File: src/rtl/data_link_pkg.sv
// Shared definitions for the byte-serial data link (sender and receiver sides).
package data_link_pkg;

    localparam int BYTE_W             = 8;
    localparam int DEFAULT_WORD_BYTES = 5;

    typedef enum logic {
        IDLE,
        COLLECT
    } rx_state_t;

endpackage

File: src/rtl/gap_timer.sv
// Inactivity timer: counts enabled cycles since the last clear, saturating at TIMEOUT_CYCLES-1.
// Latency: expired follows the registered count combinationally.
// Backpressure: none; clear has priority over enable.
module gap_timer #(
    parameter int TIMEOUT_CYCLES = 100000
) (
    input  logic clk,
    input  logic rst,
    input  logic clear,
    input  logic enable,
    output logic expired
);

    localparam int              CW      = $clog2(TIMEOUT_CYCLES);
    localparam logic [CW-1:0]   CNT_MAX = CW'(TIMEOUT_CYCLES - 1);

    logic [CW-1:0] cnt;

    always_ff @(posedge clk or posedge rst) begin
        if (rst) begin
            cnt <= '0;
        end else if (clear) begin
            cnt <= '0;
        end else if (enable && (cnt != CNT_MAX)) begin
            cnt <= cnt + CW'(1);
        end
    end

    assign expired = (cnt == CNT_MAX);

endmodule

File: src/rtl/data_receiver.sv
// Reassembles UART rx bytes into NUM_BYTES-wide words, first byte in the LSBs.
// Latency: data_valid pulses 1 cycle after the strobe carrying the last byte.
// Backpressure: none; gap timeout or frame error discards a partial word and pulses resync.
module data_receiver
    import data_link_pkg::*;
#(
    parameter int NUM_BYTES      = DEFAULT_WORD_BYTES,
    parameter int TIMEOUT_CYCLES = 100000
) (
    input  logic                          clk,
    input  logic                          rst,
    input  logic [BYTE_W-1:0]             byte_in,
    input  logic                          byte_valid,
    input  logic                          frame_error,
    output logic [NUM_BYTES*BYTE_W-1:0]   data_out,
    output logic                          data_valid,
    output logic                          busy,
    output logic                          resync
);

    localparam int              W        = NUM_BYTES * BYTE_W;
    localparam int              BCW      = $clog2(NUM_BYTES + 1);
    localparam logic [BCW-1:0]  LAST_IDX = BCW'(NUM_BYTES - 1);

    rx_state_t      state;
    rx_state_t      state_next;
    logic [W-1:0]   shreg;
    logic [W-1:0]   shift_in;
    logic [BCW-1:0] byte_cnt;
    logic           accept;
    logic           last_byte;
    logic           word_done;
    logic           gap_expired;
    logic           timeout_drop;
    logic           resync_next;

    generate
        if (NUM_BYTES == 1) begin : g_single
            assign shift_in = byte_in;
        end else begin : g_multi
            assign shift_in = {byte_in, shreg[W-1:BYTE_W]};
        end
    endgenerate

    // A frame error on the same edge poisons the byte, so it is never accepted.
    assign accept       = byte_valid && !frame_error;
    assign last_byte    = (byte_cnt == LAST_IDX);
    assign word_done    = accept && last_byte;
    assign timeout_drop = (state == COLLECT) && !byte_valid && !frame_error && gap_expired;
    assign resync_next  = frame_error ? ((state == COLLECT) || byte_valid) : timeout_drop;

    gap_timer #(
        .TIMEOUT_CYCLES (TIMEOUT_CYCLES)
    ) u_gap_timer (
        .clk     (clk),
        .rst     (rst),
        .clear   ((state != COLLECT) || byte_valid || frame_error),
        .enable  (state == COLLECT),
        .expired (gap_expired)
    );

    always_ff @(posedge clk or posedge rst) begin
        if (rst) begin
            state <= IDLE;
        end else begin
            state <= state_next;
        end
    end

    always_comb begin
        state_next = state;
        case (state)
            IDLE: begin
                if (accept && !last_byte) begin
                    state_next = COLLECT;
                end
            end
            COLLECT: begin
                if (frame_error || timeout_drop || word_done) begin
                    state_next = IDLE;
                end
            end
            default: state_next = IDLE;
        endcase
    end

    always_comb begin
        busy = (state == COLLECT);
    end

    always_ff @(posedge clk or posedge rst) begin
        if (rst) begin
            shreg      <= '0;
            byte_cnt   <= '0;
            data_out   <= '0;
            data_valid <= 1'b0;
            resync     <= 1'b0;
        end else begin
            data_valid <= word_done;
            resync     <= resync_next;
            if (frame_error || timeout_drop) begin
                shreg    <= '0;
                byte_cnt <= '0;
            end else if (accept) begin
                shreg <= shift_in;
                if (last_byte) begin
                    byte_cnt <= '0;
                    data_out <= shift_in;
                end else begin
                    byte_cnt <= byte_cnt + BCW'(1);
                end
            end
        end
    end

endmodule

File: config.mk
export PLATFORM = sky130hd
export DESIGN_NAME = data_receiver
export DESIGN_NICKNAME = d
export VERILOG_FILES = /design/src/rtl/data_link_pkg.sv /design/src/rtl/gap_timer.sv /design/src/rtl/data_receiver.sv
export SDC_FILE = /design/constraint.sdc
export NUM_CORES = 1
export LEC_CHECK = 0
export ABC_AREA = 1
export CORE_ASPECT_RATIO = 0.6
export CORE_MARGIN = 3
export CORE_UTILIZATION = 59
export DETAILED_ROUTE_END_ITERATION = 10
export GPL_TIMING_DRIVEN = 0
export PLACE_DENSITY = 0.82
export REMOVE_ABC_BUFFERS = 1
export SLEW_MARGIN = 5
export SYNTH_ARGS = -nofsm -noshare
export SYNTH_HDL_FRONTEND = slang
export SYNTH_SLANG_ARGS = --single-unit
export TNS_END_PERCENT = 50
File: constraint.sdc
create_clock -name clk -period 6 [get_ports clk]
set_clock_uncertainty 0.2 [all_clocks]
set_input_delay 1.2 -clock clk [delete_from_list [all_inputs] [get_ports clk]]
set_output_delay 1.2 -clock clk [all_outputs]
set_load 0.05 [all_outputs]
==> impl_metrics.env, run 1 <==
export IMPL_syn_to_final_growth_pct=22.4
export IMPL_seq_area_frac_synth_pct=58.4
export IMPL_routed_wl_um=9500
export IMPL_insertion_delay_ns=0.35
export IMPL_route_met3_wl_um=655
export IMPL_cp_max_fo=41
export IMPL_synth_xor_area_share_pct=1.08
export IMPL_viasPerCell=5.63
export IMPL_clkSinkCount=95
export IMPL_cts_resized_gates=0
export IMPL_critPathRequiredTime_ns=6.02
export IMPL_grt_pass1_wl_um=15800
export IMPL_first_global_vias=3176
export IMPL_final_nets=526
export IMPL_tns_ns=0
export IMPL_synthMuxAreaShare_pct=0
export IMPL_outcome="finished clean"
export IMPL_synthSimpleGateAreaFrac_pct=31.4
export IMPL_die_area_um2=7960
export IMPL_postRouteAntennaNets=0
export IMPL_top_layer_used="met4"
export IMPL_cts_buffers=9
export IMPL_min_period_over_period_pct=61.9
export IMPL_hpwl_um=5830
export IMPL_synth_common_cells="nand2_1, dfrtp_1, nand4_1, nor2_1, inv_1"
export IMPL_die_x_um=113
export IMPL_synth_area_leader_cell="dfrtp_1"
export IMPL_root_buffer="clkbuf_16"
export IMPL_hp_class="reg -> reg"
export IMPL_grt_use_total_pct=25.4
export IMPL_placed_cell_area_um2=4660
export IMPL_setup_worst_path_start_class="input port"
export IMPL_final_seq_area_um2=2380
export IMPL_antenna_cells=0
export IMPL_row_count=22
export IMPL_drc=0
export IMPL_async_reset_ff_share_pct=100
export IMPL_fillers=457
export IMPL_syn_cell_area_um2=4070
export IMPL_setup_violations=0
export IMPL_vias=3377
export IMPL_core_um2=6390
export IMPL_place_congestion=0.875
export IMPL_synth_top_family_by_area="simple AND/OR/NAND/NOR gates"
export IMPL_vdd_drop_max_uv=224
export IMPL_synth_compound_area_share_pct=3.23
export IMPL_relSlewSlack_pct=23.2
export IMPL_leakagePower_nw=2.53
export IMPL_synth_area_leaders="dfrtp_1, nand2_1, nand4_1"
export IMPL_clk_pin_slew_worst_paths_ns=0.06
export IMPL_antenna_found_initial=0
export IMPL_rsz0062_at_grt="false"
export IMPL_cts_max_path_buffers=2
export IMPL_wl_met1_um=4360
export IMPL_synth_avg_cell_area_um2=8.75
export IMPL_ys_warn_count=0
export IMPL_fin_area_um2=4980
export IMPL_ys_types=27
export IMPL_die_y_um=70.3
export IMPL_cap_violations=0
export IMPL_min_period_ns=3.71
export IMPL_ctsHoldBuffers=0
export IMPL_setup_worst_path_end_class="register"
export IMPL_grt_start_max_net_pins=66
export IMPL_cts_tree="yes"
export IMPL_place_inst=584
export IMPL_post_cts_buffers=0
export IMPL_drtIter0Drc=333
export IMPL_gr_total_overflow=0
export IMPL_multi_input_area_um2=1500
export IMPL_ioPinCount=55
export IMPL_wl_per_cell_um=15.8
export IMPL_synth_adder_area_share_pct=0.923
export IMPL_cp_arrival_ns=3.73
export IMPL_synth_most_common_cell="nand2_1"
export IMPL_routed_wl_met2_um=4390
export IMPL_powerDensity_nw_per_um2=268
export IMPL_fmax_mhz=269
export IMPL_drive_gt1_share_pct=6.01
export IMPL_critPathKind="in -> reg"
export IMPL_syn_inst=465
export IMPL_drtPass1Iterations=5
export IMPL_worst_slew_pin_slew_ns=1.14
export IMPL_htree_levels=3
export IMPL_ys_flop_type="dfrtp_1"
export IMPL_io_buffers=54
export IMPL_start_util_pct=63.7
export IMPL_finalHoldViolations=0
export IMPL_fin_util_pct=78.0
export IMPL_total_power_mw=1.34
export IMPL_layout_cells_non_filler=600
export IMPL_synth_top_area_share_pct=58.4
export IMPL_ys_ff_latch=95
export IMPL_slew_violations=0
export IMPL_synth_edff_count=0
## path summary, 6_finish.rpt
| kind | slack, ns | cells after the start | end | startpoint |
|---|---|---|---|---|
| worst max register to register | 3.38 | 5 | busy$_DFF_PP0_ | busy$_DFF_PP0_ |
| worst max-delay path | 2.29 | 8 | data_out[22]$_DFFE_PP0P_ | frame_error |
| max in group asynchronous | 3.94 | 3 | data_out[25]$_DFFE_PP0P_ | rst |
| min in group asynchronous | 1.02 | 2 | shreg[37]$_DFFE_PP0P_ | rst |
| worst min-delay path | 0.27 | 2 | data_out[5]$_DFFE_PP0P_ | data_out[5]$_DFFE_PP0P_ |
| worst min register to register | 0.27 | 2 | data_out[5]$_DFFE_PP0P_ | data_out[5]$_DFFE_PP0P_ |
## critical path: stages
cell,delay [ns]
clkdlybuf4s50_1,0.45
inv_2,0.54
nand2_1,0.25
nor2_4,0.46
buf_16,0.23
inv_2,0.31
nand2_1,0.19
nand2_1,0.08
## through the flow
stage / setup slack, ns / hold WS (ns)
after global placement: -0.178 / 0.253
after detailed placement: 1.97 / 0.257
after floorplan: 1.91 / 0.251
after global routing: 2.12 / 0.290
after CTS: 2.33 / 0.273
final: 2.29 / 0.267
## placed cells by master, fill, tap and decap left out, drive strengths merged
cell type / netlist / layout
a31oi: 2 / 2
clkdlybuf4s50: 0 / 54
bufinv: 0 / 1
nor3: 6 / 6
buf: 13 / 2
nand4: 37 / 37
a22oi: 1 / 1
ha: 3 / 3
nor2: 22 / 22
nand3b: 1 / 1
nand3: 11 / 11
nand2: 220 / 220
xor2: 4 / 4
clkinv: 1 / 1
clkbuf: 8 / 12
dfrtp: 95 / 95
clkinvlp: 0 / 3
a21oi: 11 / 11
xnor2: 1 / 1
inv: 21 / 21
o21ai: 8 / 8
## cell type report
class / instances / share of cell area (%)
Clock inverter: 4 / 1.06
Timing Repair Buffer: 56 / 12.0
Inverter: 22 / 1.71
Multi-Input combinational cell: 327 / 30.1
Sequential cell: 95 / 47.8
Clock buffer: 12 / 5.35
Tap cell: 84 / 2.11
## sequential cells by signal, summed over array words and instances, names as in the netlist
register         count
data_valid           1
busy                 1
resync               1
shreg               32
byte_cnt             3
u_gap_timer.cnt     17
data_out            40
## cells by family (layout without fill, tap and decap cells)
group	after synthesis	after routing
compound gates	22	22
xor+xnor	5	5
fa+ha+maj	3	3
buf+inv	43	94
flops	95	95
simple gates	297	297
## layer usage
layer  vias up  GRT usage [%]
li1       1589              -
met4         0           5.87
met2       126           38.2
met1      1653           36.2
met3         9           8.48
met5         -              0
## report_power, final
group	total (mW)	switching [mW]	internal [mW]
sequential	0.661	0.00883	0.652
clock	0.596	0.239	0.357
combinational	0.0797	0.0565	0.0232
Note: power is estimated with default switching activity, not from simulation.
==> inputs of run 2 (changes only) <==
--- a/config.mk
+++ b/config.mk
@@ -8,10 +8,10 @@
 export ABC_AREA = 1
 export CORE_ASPECT_RATIO = 0.6
 export CORE_MARGIN = 3
-export CORE_UTILIZATION = 59
+export CORE_UTILIZATION = 49
 export DETAILED_ROUTE_END_ITERATION = 10
 export GPL_TIMING_DRIVEN = 0
-export PLACE_DENSITY = 0.82
+export PLACE_DENSITY = 0.72
 export REMOVE_ABC_BUFFERS = 1
 export SLEW_MARGIN = 5
 export SYNTH_ARGS = -nofsm -noshare
==> constraint.sdc (replaced) <==
create_clock -name clk -period 3.3 [get_ports clk]
set_clock_uncertainty 0.2 [all_clocks]
set_input_delay 0.66 -clock clk [delete_from_list [all_inputs] [get_ports clk]]
set_output_delay 0.66 -clock clk [all_outputs]
set_load 0.05 [all_outputs]
==> run 2 against run 1 <==
Against the previous run:
- register-to-register slack got worse by 2.6 ns
- worst hold slack improved by 0.0025 ns
- combinational power increased by 78%
- final cell count increased by 4.0%
- worst setup slack got worse by 1.9 ns
- die area increased by 19%
- via count decreased by 4.8%
- sequential cell count unchanged
- clock power increased by 98%
==> impl_metrics.env, run 2 (synthesis results as in run 1) <==
export IMPL_viasPerCell=5.15
export IMPL_cts_resized_gates=0
export IMPL_row_count=25
export IMPL_setup_worst_path_start_class="input port"
export IMPL_layout_common_cells="nand2_1, dfrtp_1, clkdlybuf4s50_1"
export IMPL_power_internal_mw=1.97
export IMPL_slew_violations=0
export IMPL_place_inst=608
export IMPL_fmax_mhz=338
export IMPL_htree_levels=3
export IMPL_clk_pin_slew_worst_paths_ns=0.06
export IMPL_final_common_cell="nand2_1"
export IMPL_first_global_vias=3123
export IMPL_die_x_um=124
export IMPL_drtPass1Iterations=4
export IMPL_core_um2=7980
export IMPL_die_y_um=76.6
export IMPL_swShare_pct=21.9
export IMPL_layout_cells_non_filler=624
export IMPL_powerDensity_nw_per_um2=502
export IMPL_wl_per_cell_um=14.1
export IMPL_regMostFlops="data_out"
export IMPL_min_period_over_period_pct=89.7
export IMPL_final_seq_area_um2=2380
export IMPL_reg_largest_list="data_out: 40 flops, shreg: 32 flops, u_gap_timer.cnt: 17 flops"
export IMPL_final_nets=526
export IMPL_drc=0
export IMPL_gr_total_overflow=0
export IMPL_slowest_stage="nor3_2"
export IMPL_rsz0062_at_grt="false"
export IMPL_critical_path_endpoint="busy$_DFF_PP0_"
export IMPL_vias=3216
export IMPL_cts_buffers=9
export IMPL_place_congestion=0.869
export IMPL_reg2reg_from="busy$_DFF_PP0_"
export IMPL_critPathKind="in -> reg"
export IMPL_multi_input_area_um2=1500
export IMPL_leakagePower_nw=2.55
export IMPL_regToRegEndpoint="busy$_DFF_PP0_"
export IMPL_grt_pass1_wl_um=15200
export IMPL_grt_start_max_net_pins=50
export IMPL_cp_startpoint="byte_valid"
export IMPL_seqPwrFrac_pct=47.6
export IMPL_vdd_drop_max_uv=314
export IMPL_outcome="finished clean"
export IMPL_cp_top_family="simple AND/OR/NAND/NOR gates"
export IMPL_critPathRequiredTime_ns=3.32
export IMPL_cts_max_path_buffers=2
export IMPL_worst_slew_pin_slew_ns=1.08
export IMPL_setup_worst_path_end_class="register"
export IMPL_cp_arrival_ns=2.98
export IMPL_post_cts_buffers=0
export IMPL_pwr_share_comb_pct=5.6
export IMPL_finalHoldViolations=0
export IMPL_cp_max_fo=36
export IMPL_io_buffers=54
export IMPL_cp_num_buf_inv=1
export IMPL_hpwl_um=5500
export IMPL_clkSinkCount=95
export IMPL_slowest_delay_ns=0.78
export IMPL_postRouteAntennaNets=0
export IMPL_routed_wl_um=8790
export IMPL_min_period_ns=2.96
export IMPL_hp_class="reg -> reg"
export IMPL_die_area_um2=9470
export IMPL_largest_reg_flops=40
export IMPL_p_clk_share_pct=46.8
export IMPL_insertion_delay_ns=0.34
export IMPL_setup_violations=0
export IMPL_path_cells="clkdlybuf4s50_1 > nor3_2 > nand4_4 > nand2_1 > o21ai_0"
export IMPL_fillers=692
export IMPL_reg2reg_slack_ns=0.78
export IMPL_antenna_found_initial=0
export IMPL_start_util_pct=51.0
export IMPL_cts_tree="yes"
export IMPL_r2r_cells=5
export IMPL_drive_gt1_share_pct=6.01
export IMPL_ioPinCount=55
export IMPL_cp_num_cells=5
export IMPL_root_buffer="clkbuf_16"
export IMPL_cap_violations=0
export IMPL_grt_use_total_pct=20.5
export IMPL_power_switching_mw=0.552
export IMPL_drtIter0Drc=279
export IMPL_antenna_cells=0
export IMPL_syn_to_final_growth_pct=23.5
export IMPL_hold_slack_ns=0.270
export IMPL_ctsHoldBuffers=0
export IMPL_relSlewSlack_pct=27.9
run 2: power by group through the flow:
stage                     Clock (mW)  Sequential (mW)  Combinational, mW
after floorplan                    0             1.25             0.0573
after global placement             0             1.22              0.137
after detailed placement           0             1.22              0.144
after CTS                       1.21             1.20              0.145
after global routing            1.27             1.20              0.158
final                           1.18             1.20              0.142
run 2: worst min path at each step:
| stage | from | depth (start not counted) | slack [ns] | end |
|---|---|---|---|---|
| detailed placement | data_out[3]$_DFFE_PP0P_ | 2 | 0.26 | data_out[3]$_DFFE_PP0P_ |
| floorplan | shreg[8]$_DFFE_PP0P_ | 2 | 0.25 | data_out[0]$_DFFE_PP0P_ |
| CTS | data_out[34]$_DFFE_PP0P_ | 2 | 0.27 | data_out[34]$_DFFE_PP0P_ |
| finish | data_out[10]$_DFFE_PP0P_ | 2 | 0.27 | data_out[10]$_DFFE_PP0P_ |
| global route | data_out[3]$_DFFE_PP0P_ | 2 | 0.29 | data_out[3]$_DFFE_PP0P_ |
| global placement | data_out[4]$_DFFE_PP0P_ | 2 | 0.25 | data_out[4]$_DFFE_PP0P_ |
run 2: layout make-up:
| class | count | area share [%] |
|---|---|---|
| Multi-Input combinational cell | 327 | 29.8 |
| Timing Repair Buffer | 56 | 11.7 |
| Inverter | 22 | 1.69 |
| Clock buffer | 9 | 4.48 |
| Sequential cell | 95 | 47.3 |
| Clock inverter | 7 | 2.34 |
| Tap cell | 108 | 2.69 |
run 2: stage by stage:
step / power (mW) / setup slack, ns / cell area, um^2 / setup TNS, ns / utilization, %
after global routing: 2.63 / 0.192 / 5020 / 0 / 63.0
after global placement: 1.36 / -2.33 / 4620 / -236.48 / 58.0
after detailed placement: 1.37 / 0.0202 / 4680 / 0 / 58.7
final: 2.52 / 0.340 / 5020 / 0 / 63.0
after floorplan: 1.30 / -0.246 / 3950 / -12.50 / -
after CTS: 2.55 / 0.392 / 5020 / 0 / 63.0
run 2: worst min-delay path: cells and delay by family (launching register included):
kind | cells | cell delay, ns
flip-flops | 1 | 0.34
AND/OR/NAND/NOR | 2 | 0.10
run 2: metal layers:
layer | up-vias | GRT usage, % | wire length (um)
li1 | 1588 | - | -
met2 | 92 | 28.9 | 3800
met5 | - | 0 | 0
met4 | 0 | 5.64 | 94
met1 | 1529 | 30.4 | 4370
met3 | 7 | 6.82 | 524
